## config.mk

```make
export PLATFORM = sky130hd
export DESIGN_NAME = dmem_arbiter_flat
export DESIGN_NICKNAME = d
export VERILOG_FILES = /design/src/rtl/dmem_arbiter_pkg.sv /design/src/rtl/dmem_arbiter_if.sv /design/src/rtl/dmem_arbiter_rr_pick.sv /design/src/rtl/dmem_arbiter.sv /design/src/flat_wrapper.sv
export SDC_FILE = /design/constraint.sdc
export NUM_CORES = 1
export LEC_CHECK = 0
export ABC_AREA = 1
export CAP_MARGIN = 25
export CORE_AREA = 2 2 125 127
export DETAILED_ROUTE_END_ITERATION = 7
export DIE_AREA = 0 0 127 129
export GPL_TIMING_DRIVEN = 0
export PLACE_DENSITY_LB_ADDON = 0.08
export REMOVE_ABC_BUFFERS = 1
export SYNTH_ARGS = -nofsm -noshare
export SYNTH_HDL_FRONTEND = slang
export SYNTH_SLANG_ARGS = --single-unit
```

## constraint.sdc

```tcl
create_clock -name clk -period 2.61 [get_ports clk]
set_input_delay 0.783 -clock clk [delete_from_list [all_inputs] [get_ports clk]]
set_output_delay 0.783 -clock clk [all_outputs]
set_load 0.005 [all_outputs]
```

## src/rtl/dmem_arbiter_pkg.sv

```systemverilog
// dmem_pkg: shared types and constants for the data-memory arbiter.
//   dmem_state_t : arbiter sequencer state (IDLE / ACCESS)
//   dmem_src_t   : requester identity (SRC_CPU / SRC_DBG)
//   DMEM_BASE    : default byte address of data-memory word 0
//   DMEM_WORDS   : default number of 32-bit words in the data memory
//   addr_legal() : range + word-alignment check applied at grant time
package dmem_pkg;

    typedef enum logic {
        IDLE   = 1'b0,
        ACCESS = 1'b1
    } dmem_state_t;

    typedef enum logic {
        SRC_CPU = 1'b0,
        SRC_DBG = 1'b1
    } dmem_src_t;

    localparam int DMEM_BASE  = 1024;
    localparam int DMEM_WORDS = 64;

    // Width of the wait-state counter; WAIT_CYCLES is limited to 0..15.
    localparam int CNT_W = 4;

    // lo is inclusive, hi is exclusive.
    function automatic logic addr_legal(input logic [31:0] addr,
                                        input logic [31:0] lo,
                                        input logic [31:0] hi);
        return (addr >= lo) && (addr < hi) && (addr[1:0] == 2'b00);
    endfunction

endpackage

```

## src/rtl/dmem_arbiter_if.sv

```systemverilog
// dmem_arbiter_if: every bus-level signal around the data-memory arbiter.
//   cpu_* : CPU MEM-stage requester (req/we/addr/wdata in, ack/rdata/err/freeze out)
//   dbg_* : debug/loader requester (req/we/addr/wdata in, ack/rdata/err out)
//   mem_* : data-memory side (r_en/w_en/addr/wdata out, rdata in)
//   cpu_stall_cnt : saturating count of CPU freeze cycles
//
// Handshake: a requester raises req with we/addr/wdata and holds all four
// stable until it sees ack, a single-cycle pulse. rdata and err are valid
// only in the ack cycle. Dropping req before ack abandons the access with
// no ack and no memory write.
//
// Modports: slave = arbiter side, master = requesters + memory side.
interface dmem_arbiter_if;
    logic        cpu_req;
    logic        cpu_we;
    logic [31:0] cpu_addr;
    logic [31:0] cpu_wdata;
    logic        cpu_ack;
    logic [31:0] cpu_rdata;
    logic        cpu_err;
    logic        cpu_freeze;

    logic        dbg_req;
    logic        dbg_we;
    logic [31:0] dbg_addr;
    logic [31:0] dbg_wdata;
    logic        dbg_ack;
    logic [31:0] dbg_rdata;
    logic        dbg_err;

    logic        mem_r_en;
    logic        mem_w_en;
    logic [31:0] mem_addr;
    logic [31:0] mem_wdata;
    logic [31:0] mem_rdata;

    logic [15:0] cpu_stall_cnt;

    modport slave (
        input  cpu_req, cpu_we, cpu_addr, cpu_wdata,
        output cpu_ack, cpu_rdata, cpu_err, cpu_freeze,
        input  dbg_req, dbg_we, dbg_addr, dbg_wdata,
        output dbg_ack, dbg_rdata, dbg_err,
        output mem_r_en, mem_w_en, mem_addr, mem_wdata,
        input  mem_rdata,
        output cpu_stall_cnt
    );

    modport master (
        output cpu_req, cpu_we, cpu_addr, cpu_wdata,
        input  cpu_ack, cpu_rdata, cpu_err, cpu_freeze,
        output dbg_req, dbg_we, dbg_addr, dbg_wdata,
        input  dbg_ack, dbg_rdata, dbg_err,
        input  mem_r_en, mem_w_en, mem_addr, mem_wdata,
        output mem_rdata,
        input  cpu_stall_cnt
    );
endinterface

```

## src/rtl/dmem_arbiter_rr_pick.sv

```systemverilog
// dmem_rr_pick: combinational two-way round-robin selector.
//   req[0]   : CPU request
//   req[1]   : debug request
//   last_gnt : requester that completed the most recent access
//   valid    : at least one request present
//   pick     : chosen requester (the one not served last on a tie)
module dmem_rr_pick
    import dmem_pkg::*;
(
    input  logic [1:0] req,
    input  dmem_src_t  last_gnt,
    output logic       valid,
    output dmem_src_t  pick
);

    always_comb begin
        valid = |req;
        pick  = SRC_CPU;
        if (req == 2'b11) begin
            pick = (last_gnt == SRC_CPU) ? SRC_DBG : SRC_CPU;
        end else if (req[1]) begin
            pick = SRC_DBG;
        end
    end

endmodule

```

## src/rtl/dmem_arbiter.sv

```systemverilog
// dmem_arbiter: sequencer and two-way arbiter in front of the MEM-stage data
// memory. Shares the single memory port between the CPU and a debug/loader
// port, inserts WAIT_CYCLES wait states per access and generates the CPU
// pipeline freeze.
//   clk       : clock, all state on posedge
//   rst       : synchronous active-low reset
//   bus       : requester / memory signals (dmem_arbiter_if.slave)
//   fsm_state : current sequencer state, for observation
// Parameters: WAIT_CYCLES (0..15), MEM_BASE (byte address of word 0),
// MEM_WORDS (number of 32-bit words).
module dmem_arbiter
    import dmem_pkg::*;
#(
    parameter int WAIT_CYCLES = 0,
    parameter int MEM_BASE    = DMEM_BASE,
    parameter int MEM_WORDS   = DMEM_WORDS
) (
    input  logic         clk,
    input  logic         rst,
    dmem_arbiter_if.slave bus,
    output dmem_state_t  fsm_state
);

    localparam logic [31:0]      ADDR_LO = 32'(MEM_BASE);
    localparam logic [31:0]      ADDR_HI = 32'(MEM_BASE + 4 * MEM_WORDS);
    localparam logic [CNT_W-1:0] WAIT_LD = CNT_W'(WAIT_CYCLES);

    dmem_state_t      state, state_nx;
    logic [CNT_W-1:0] cnt;
    dmem_src_t        gnt;
    logic             gnt_ok;
    dmem_src_t        last_gnt;
    logic [15:0]      stall_q;

    logic             pick_valid;
    dmem_src_t        pick_src;
    logic [31:0]      pick_addr;

    logic             sel_req;
    logic             sel_we;
    logic [31:0]      sel_addr;
    logic [31:0]      sel_wdata;
    logic             in_acc;
    logic             done;
    logic             cpu_ack_w;
    logic             cpu_freeze_w;

    dmem_rr_pick u_pick (
        .req      ({bus.dbg_req, bus.cpu_req}),
        .last_gnt (last_gnt),
        .valid    (pick_valid),
        .pick     (pick_src)
    );

    assign pick_addr = (pick_src == SRC_CPU) ? bus.cpu_addr : bus.dbg_addr;

    // Signals of whichever requester currently owns the memory.
    assign sel_req   = (gnt == SRC_CPU) ? bus.cpu_req   : bus.dbg_req;
    assign sel_we    = (gnt == SRC_CPU) ? bus.cpu_we    : bus.dbg_we;
    assign sel_addr  = (gnt == SRC_CPU) ? bus.cpu_addr  : bus.dbg_addr;
    assign sel_wdata = (gnt == SRC_CPU) ? bus.cpu_wdata : bus.dbg_wdata;

    // Qualified with rst so a reset cycle never completes or writes.
    assign in_acc = (state == ACCESS) && sel_req && rst;
    assign done   = in_acc && (cnt == '0);

    assign cpu_ack_w    = done && (gnt == SRC_CPU);
    assign cpu_freeze_w = bus.cpu_req && !cpu_ack_w;

    // State register.
    always_ff @(posedge clk) begin
        if (!rst) begin
            state <= IDLE;
        end else begin
            state <= state_nx;
        end
    end

    // Next-state logic. ACCESS always falls back to IDLE, so every access is
    // followed by one turnaround cycle in which requests are re-arbitrated.
    always_comb begin
        state_nx = state;
        case (state)
            IDLE: begin
                if (pick_valid) begin
                    state_nx = ACCESS;
                end
            end
            ACCESS: begin
                if (!sel_req || (cnt == '0)) begin
                    state_nx = IDLE;
                end
            end
            default: state_nx = IDLE;
        endcase
    end

    // Grant, wait counter and round-robin history. last_gnt moves only on a
    // completed access, so an aborted access does not cost its owner a turn.
    always_ff @(posedge clk) begin
        if (!rst) begin
            cnt      <= '0;
            gnt      <= SRC_CPU;
            gnt_ok   <= 1'b0;
            last_gnt <= SRC_DBG;
        end else if (state == IDLE) begin
            if (pick_valid) begin
                cnt    <= WAIT_LD;
                gnt    <= pick_src;
                gnt_ok <= addr_legal(pick_addr, ADDR_LO, ADDR_HI);
            end
        end else if (sel_req) begin
            if (cnt != '0) begin
                cnt <= cnt - 1'b1;
            end else begin
                last_gnt <= gnt;
            end
        end
    end

    always_ff @(posedge clk) begin
        if (!rst) begin
            stall_q <= '0;
        end else if (cpu_freeze_w && (stall_q != 16'hFFFF)) begin
            stall_q <= stall_q + 16'd1;
        end
    end

    // Output logic. Reads are enabled for the whole access; a write is
    // enabled only in the final cycle so the memory sees a single write
    // strobe. Rejected addresses run the full sequence with no enables.
    always_comb begin
        bus.mem_r_en      = in_acc && gnt_ok && !sel_we;
        bus.mem_w_en      = done && gnt_ok && sel_we;
        bus.mem_addr      = in_acc ? sel_addr  : '0;
        bus.mem_wdata     = in_acc ? sel_wdata : '0;

        bus.cpu_ack       = cpu_ack_w;
        bus.cpu_err       = cpu_ack_w && !gnt_ok;
        bus.cpu_rdata     = (cpu_ack_w && gnt_ok) ? bus.mem_rdata : '0;
        bus.cpu_freeze    = cpu_freeze_w;

        bus.dbg_ack       = done && (gnt == SRC_DBG);
        bus.dbg_err       = done && (gnt == SRC_DBG) && !gnt_ok;
        bus.dbg_rdata     = (done && (gnt == SRC_DBG) && gnt_ok) ? bus.mem_rdata : '0;

        bus.cpu_stall_cnt = stall_q;
        fsm_state         = state;
    end

endmodule

```

## src/flat_wrapper.sv

```systemverilog
// flat-port wrapper written by rule: the top's interface ports become plain ports
module dmem_arbiter_flat import dmem_pkg::*;
#(
    parameter int WAIT_CYCLES = 0,
    parameter int MEM_BASE    = DMEM_BASE,
    parameter int MEM_WORDS   = DMEM_WORDS
)
  (clk, rst, fsm_state, bus_cpu_req, bus_cpu_we, bus_cpu_addr, bus_cpu_wdata, bus_cpu_ack, bus_cpu_rdata, bus_cpu_err, bus_cpu_freeze, bus_dbg_req, bus_dbg_we, bus_dbg_addr, bus_dbg_wdata, bus_dbg_ack, bus_dbg_rdata, bus_dbg_err, bus_mem_r_en, bus_mem_w_en, bus_mem_addr, bus_mem_wdata, bus_mem_rdata, bus_cpu_stall_cnt);
  dmem_arbiter_if bus_i ();
  input  logic clk;
  input  logic rst;
  output dmem_state_t fsm_state;
  input wire logic [$bits(bus_i.cpu_req)-1:0] bus_cpu_req;
  input wire logic [$bits(bus_i.cpu_we)-1:0] bus_cpu_we;
  input wire logic [$bits(bus_i.cpu_addr)-1:0] bus_cpu_addr;
  input wire logic [$bits(bus_i.cpu_wdata)-1:0] bus_cpu_wdata;
  output wire logic [$bits(bus_i.cpu_ack)-1:0] bus_cpu_ack;
  output wire logic [$bits(bus_i.cpu_rdata)-1:0] bus_cpu_rdata;
  output wire logic [$bits(bus_i.cpu_err)-1:0] bus_cpu_err;
  output wire logic [$bits(bus_i.cpu_freeze)-1:0] bus_cpu_freeze;
  input wire logic [$bits(bus_i.dbg_req)-1:0] bus_dbg_req;
  input wire logic [$bits(bus_i.dbg_we)-1:0] bus_dbg_we;
  input wire logic [$bits(bus_i.dbg_addr)-1:0] bus_dbg_addr;
  input wire logic [$bits(bus_i.dbg_wdata)-1:0] bus_dbg_wdata;
  output wire logic [$bits(bus_i.dbg_ack)-1:0] bus_dbg_ack;
  output wire logic [$bits(bus_i.dbg_rdata)-1:0] bus_dbg_rdata;
  output wire logic [$bits(bus_i.dbg_err)-1:0] bus_dbg_err;
  output wire logic [$bits(bus_i.mem_r_en)-1:0] bus_mem_r_en;
  output wire logic [$bits(bus_i.mem_w_en)-1:0] bus_mem_w_en;
  output wire logic [$bits(bus_i.mem_addr)-1:0] bus_mem_addr;
  output wire logic [$bits(bus_i.mem_wdata)-1:0] bus_mem_wdata;
  input wire logic [$bits(bus_i.mem_rdata)-1:0] bus_mem_rdata;
  output wire logic [$bits(bus_i.cpu_stall_cnt)-1:0] bus_cpu_stall_cnt;
  assign bus_i.cpu_req = bus_cpu_req;
  assign bus_i.cpu_we = bus_cpu_we;
  assign bus_i.cpu_addr = bus_cpu_addr;
  assign bus_i.cpu_wdata = bus_cpu_wdata;
  assign bus_cpu_ack = bus_i.cpu_ack;
  assign bus_cpu_rdata = bus_i.cpu_rdata;
  assign bus_cpu_err = bus_i.cpu_err;
  assign bus_cpu_freeze = bus_i.cpu_freeze;
  assign bus_i.dbg_req = bus_dbg_req;
  assign bus_i.dbg_we = bus_dbg_we;
  assign bus_i.dbg_addr = bus_dbg_addr;
  assign bus_i.dbg_wdata = bus_dbg_wdata;
  assign bus_dbg_ack = bus_i.dbg_ack;
  assign bus_dbg_rdata = bus_i.dbg_rdata;
  assign bus_dbg_err = bus_i.dbg_err;
  assign bus_mem_r_en = bus_i.mem_r_en;
  assign bus_mem_w_en = bus_i.mem_w_en;
  assign bus_mem_addr = bus_i.mem_addr;
  assign bus_mem_wdata = bus_i.mem_wdata;
  assign bus_i.mem_rdata = bus_mem_rdata;
  assign bus_cpu_stall_cnt = bus_i.cpu_stall_cnt;
  dmem_arbiter #(.WAIT_CYCLES(WAIT_CYCLES), .MEM_BASE(MEM_BASE), .MEM_WORDS(MEM_WORDS)) u_core (.clk(clk), .rst(rst), .bus(bus_i), .fsm_state(fsm_state));
endmodule
```

Word level (Yosys, flattened, before mapping) --
Cells that the tools add are included.
Cells by class: order comparisons 2, bitwise logic cells 3, muxes and demuxes 19, $add $sub $neg 2, eq/ne operators 4, reductions and logical operators 30
Operators with widths (count):
- 32-bit two-way mux | 7
- 32-bit by 11-bit >= comparator with 1-bit output (second input constant) | 1
- 32-bit by 11-bit < comparator with 1-bit output (second input constant) | 1
- 1-bit logical AND | 17
- 16-bit by 1-bit adder with 16-bit output (second input constant) | 1
- 4-bit two-way mux | 4
- 16-bit != test (second input constant) | 1
- 1-bit two-way mux | 7
- 3-bit AND reduction | 2
- 1-bit logical NOT | 4
- 4-bit logical NOT | 1
- 2-bit != test (second input constant) | 2
- 4-bit nonzero test | 1
- 4-bit by 1-bit subtractor with 4-bit output (second input constant) | 1
- 1-bit NOT | 3
- 2-bit == test (second input constant) | 1
- 2-bit logical NOT | 1
- 1-bit one-hot mux with 2 select lines | 1
- 2-bit AND reduction | 1
- 2-bit nonzero test | 1
- 2-bit OR reduction | 1
- 1-bit logical OR | 1
Storage, ports and cells: output and inout bits 152, register bits after elaboration 24

Logic depth before layout (Yosys ltp) --
depth in word-level cells 8, gate-level depth with buffers 10

Hierarchy --
A second synthesis with hierarchy kept.
Unflattened totals: cell total of the unflattened synthesis 593, area total of the unflattened synthesis 3163.0 um2
By module, submodules not included:
- dmem_arbiter | sequential area each 480.5 um2, area each 3148.0 um2, instances 1, cells each 590
- dmem_rr_pick | sequential area each 0.0 um2, area each 15.0 um2, instances 1, cells each 3

Worst setup path after synthesis --
OpenSTA, ideal clock, no wires.
path type input -> output, from input bus_dbg_req, to output bus_cpu_rdata[10], stages 9, arrival 1.664 ns, required time 1.827 ns, slack 0.163 ns, cell sequence inv_1 nand2_1 nand2_1 nor2_1 nand4_2 inv_1 nand2_1 buf_2 nor2_1
Between the ends: longest elaborated chain between the ends 7
Ends and longest elaborated chain:
- start, declared | RTL line flat_wrapper.sv:21 | input wire logic [$bits(bus_i.dbg_req)-1:0] bus_dbg_req;
- 1-bit two-way mux | RTL line dmem_arbiter.sv:58 | assign sel_req = (gnt == SRC_CPU) ? bus.cpu_req : bus.dbg_req;
- 1-bit logical AND (2 in series) | RTL line dmem_arbiter.sv:64 | assign in_acc = (state == ACCESS) && sel_req && rst;
- 1-bit logical AND | RTL line dmem_arbiter.sv:65 | assign done = in_acc && (cnt == '0);
- 1-bit logical AND | RTL line dmem_arbiter.sv:67 | assign cpu_ack_w = done && (gnt == SRC_CPU);
- named net bus_cpu_ack | RTL line flat_wrapper.sv:17 | output wire logic [$bits(bus_i.cpu_ack)-1:0] bus_cpu_ack;
- 1-bit logical AND | RTL line dmem_arbiter.sv:140 | bus.cpu_rdata = (cpu_ack_w && gnt_ok) ? bus.mem_rdata : '0;
- 32-bit two-way mux | RTL line dmem_arbiter.sv:140
- end, declared | RTL line flat_wrapper.sv:18 | output wire logic [$bits(bus_i.cpu_rdata)-1:0] bus_cpu_rdata;
The timed path passes the listed nets, and every way through them passes these cells.

Worst setup path after layout --
from input bus_cpu_req, to output bus_dbg_rdata[23]
Between the ends: longest elaborated chain between the ends 7
Ends and longest elaborated chain:
- start, declared | RTL line flat_wrapper.sv:13 | input wire logic [$bits(bus_i.cpu_req)-1:0] bus_cpu_req;
- 1-bit two-way mux | RTL line dmem_arbiter.sv:58
- 1-bit logical AND (2 in series) | RTL line dmem_arbiter.sv:64
- 1-bit logical AND | RTL line dmem_arbiter.sv:65
- 1-bit logical AND (2 in series) | RTL line dmem_arbiter.sv:145 | bus.dbg_rdata = (done && (gnt == SRC_DBG) && gnt_ok) ? bus.mem_rdata : '0;
- 32-bit two-way mux | RTL line dmem_arbiter.sv:145
- end, declared | RTL line flat_wrapper.sv:26 | output wire logic [$bits(bus_i.dbg_rdata)-1:0] bus_dbg_rdata;
Every way passes these cells.

==> results.md <==
* Initial Util at 20.09%
* Post-Syn Area at roughly 0.0030 sq mm
* DR WL/cell at just under 20 um
* Vias/cell at 4.550
* FF-to-FF End: u_core.bus.cpu_stall_cnt[8]$_SDFFE_PN0P_
* Worst-Skew Late Latency at 260 ps
* Critical R2R Launch: u_core.cnt[1]$_SDFFE_PN0P_
* Status: finished, violations left
* Arrival time worst endpoint at 2180 ps
* R2R depth at 13
* Final nets at about 1100
* Core area at 0.01498 sq mm
* DR vias at ~5200
* Max VDD drop at 238.8 uV
* Drt first pass iters at 6
* Met2 usage at 43.74%
* Req. time, crit path at around 1800 ps
* Max_cap viols at 0
* WHS at 465.1 ps
* Final setup violating endpoints at between 100 and 150
* Crit end category: output pin
* Crit-path max FO at 7
* Number of global-route vias before repair at 4978
* Clock slew at reported path FFs at about 70 ps
* N_diodes at 0
* YS warnings at 0
* Worst min-delay path startpoint: u_core.cnt[1]$_SDFFE_PN0P_
* Dpl hpwl at 15.29 mm
* Post-synthesis average cell area at 5.109 sq um
* Global Route met1 Usage at between 30% and 40%
* DIE AREA at 0.01638 sq mm
* Layout area overhead at 153.7%
* CTS Buf Count at 3
* Post-Route WL at 22.00 mm
* Clock Root Buffer: clkbuf_16
* Top-Level Pins at 318
* Most common cell after layout, fill and taps aside: clkdlybuf4s50_1
* Share of cells above drive strength 1 at a little under two fifths
* Hold EP: u_core.cnt[1]$_SDFFE_PN0P_
* Largest net degree at the start of global routing at 43
* Global Route Usage Sum at 24.67%
* GR Overflow Total at 0
* P per Cell Area at a little over 200 mW/mm^2
* Sequential share of the synthesized area at 15.97%
* Chip height at 129 um
* Cell variety after synth at 29
* CTS sink cnt at 24
* Slew headroom at between 40% and 50%
* Hold WC Path Type: register to register
* First-pass GRT wire length at roughly 31 mm
* Port bufs at between 300 and 400
* Rows at 45
* Failing checks: setup timing
* Pre-CTS setup slack at -2100 ps
* Final Hold Fails at 0
* Grt met3 use at 5.821%
* Leak pwr at between 3 and 4 nW
* Critical Path Source: bus_cpu_req
* Crit Path Class: primary input to output pin
* Busiest metal layer after global routing: met2
* Max Transition Viols Final at 0
* Post-Synthesis Cells at about 590
* Leading cell types in the layout, fill and taps excluded: clkdlybuf4s50_1, nand2_1, buf_2
* Initial antenna violation count at 0
* Seq cells post-synth at 24
* RSZ-0062 raised after global routing: yes
* Worst Clk Skew at between 8 and 9 ps
* Final min period at just under 3000 ps
* Fmax achieved at 0.3377 GHz
* Reg2reg setup slack at 450 ps
* Fraction of registers with async set/reset at 0%
* Antenna viol nets, final at 0
* H-Tree Depth at 1
* DRC viols at 0
* Number of flops mapped to enable cells by yosys at 0
* CTS tree: built
* Die W at roughly 130 um
* Period utilisation layout at 113.5%
* Cell count of the worst hold path at 2
* Crit path launch type: primary input
* Least-Margin Pin Slew at 826.7 ps
* Worst setup margin at -351.3 ps
* Maximum clock insertion buffer count at 2
* Iter 0 DRT Violations at roughly 280
* Placer Congestion at 0.9185
* Ys flop type: dfxtp_1
==> cell usage after synthesis (2+ instances only) <==
library cell / n / area, sq um
dfxtp_1: 24 / 480.5
nand2_2: 5 / 31.28
buf_1: 2 / 7.510
nor2_2: 3 / 18.77
nor2_1: 148 / 555.5
nand2_1: 167 / 626.9
buf_2: 9 / 45.04
a211oi_1: 2 / 15.01
buf_6: 4 / 45.04
a21oi_1: 74 / 370.4
inv_1: 62 / 232.7
nor3b_1: 3 / 22.52
ha_1: 3 / 37.54
nor2_4: 4 / 45.04
nand3_1: 12 / 60.06
xor2_1: 4 / 35.03
nand4_1: 10 / 62.56
nand3b_1: 2 / 15.01
nor3_1: 16 / 80.08
xnor2_1: 4 / 35.03
clkbuf_1: 15 / 56.30
o21ai_0: 8 / 40.04
inv_2: 2 / 7.510
==> report_power, final <==
| group | internal [W] | switching, W |
|---|---|---|
| Sequential | 0.000378 | 0.0000321 |
| Clock | 0.000235 | 0.000141 |
| Combinational | 0.000419 | 0.000373 |
==> sequential cells by signal, summed over array words and instances (netlist names) <==
name / cells
u_core.bus.cpu_stall_cnt: 16
u_core.cnt: 4
u_core.last_gnt: 1
u_core.gnt: 1
u_core.gnt_ok: 1
u_core.fsm_state: 1
==> final cells by class <==
cell class / count / area (sq um)
Clock buffer: 4 / 88.84
Fill cell: 1474 / 7342
Inverter: 64 / 269.0
Multi-Input combinational cell: 474 / 2958
Sequential cell: 24 / 485.5
Tap cell: 188 / 235.2
Timing Repair Buffer: 388 / 3593
Timing Repair inverter: 1 / 5.005
==> worst max-delay path: stages <==
cell	delay, ps
buf_12	80
nor2_4	30
nor2_2	90
nand2_2	80
nor2_4	150
nand2_4	80
nor2_4	110
buf_12	140
buf_12	110
nand2_8	40
buf_12	170
buf_6	110
nor2_2	60
buf_2	110
==> cell families (layout without fill, tap and decap cells) <==
group | Yosys count | count (layout) | synth area share, %
compound gates | 84 | 84 | 14.14
flops | 24 | 24 | 15.97
xor+xnor | 8 | 8 | 2.328
mux | 1 | 1 | 0.3327
fa+ha+maj | 3 | 3 | 1.248
buf+inv | 96 | 457 | 13.85
simple gates | 373 | 378 | 52.14
==> timing repair <==
action	4_1_cts	5_1_grt
hold buffers	0	0
setup endpoints to repair	146	132
gates resized for setup	658	179
setup buffers	50	17
pin swaps	29	18
cloned	10	3
==> routing by layer <==
metal  part of all wire, %  wire, um
met1                    41      8969
met2                    50     10970
met3                   8.0      1754
met4                   1.4       306
met5                     0         0
==> through the flow <==
step	area (sq um)	cells	total power, W	setup TNS, ps	utilization, %
2_1_floorplan	2833	557	0.0006001	-174760	-
3_3_place_gp	6241	1062	0.001010	-482830	41.67
3_5_place_dp	6302	1065	0.001020	-214280	42.08
4_1_cts	7096	1129	0.001505	-14820	47.38
5_1_grt	7635	1143	0.001663	-30390	50.98
6_report	7635	1143	0.001578	-22710	50.98
==> worst max-delay path by stage <==
stage | slack, ps | end | cells after the start
2_1_floorplan | -1620 | bus_cpu_rdata[0] | 5
3_3_place_gp | -3880 | bus_cpu_rdata[3] | 6
3_5_place_dp | -2100 | bus_cpu_rdata[3] | 8
4_1_cts | -460 | bus_dbg_rdata[16] | 15
5_1_grt | -410 | bus_dbg_rdata[23] | 14
6_report | -350 | bus_dbg_rdata[23] | 14
No activity file was read; power rests on OpenSTA's default activity.
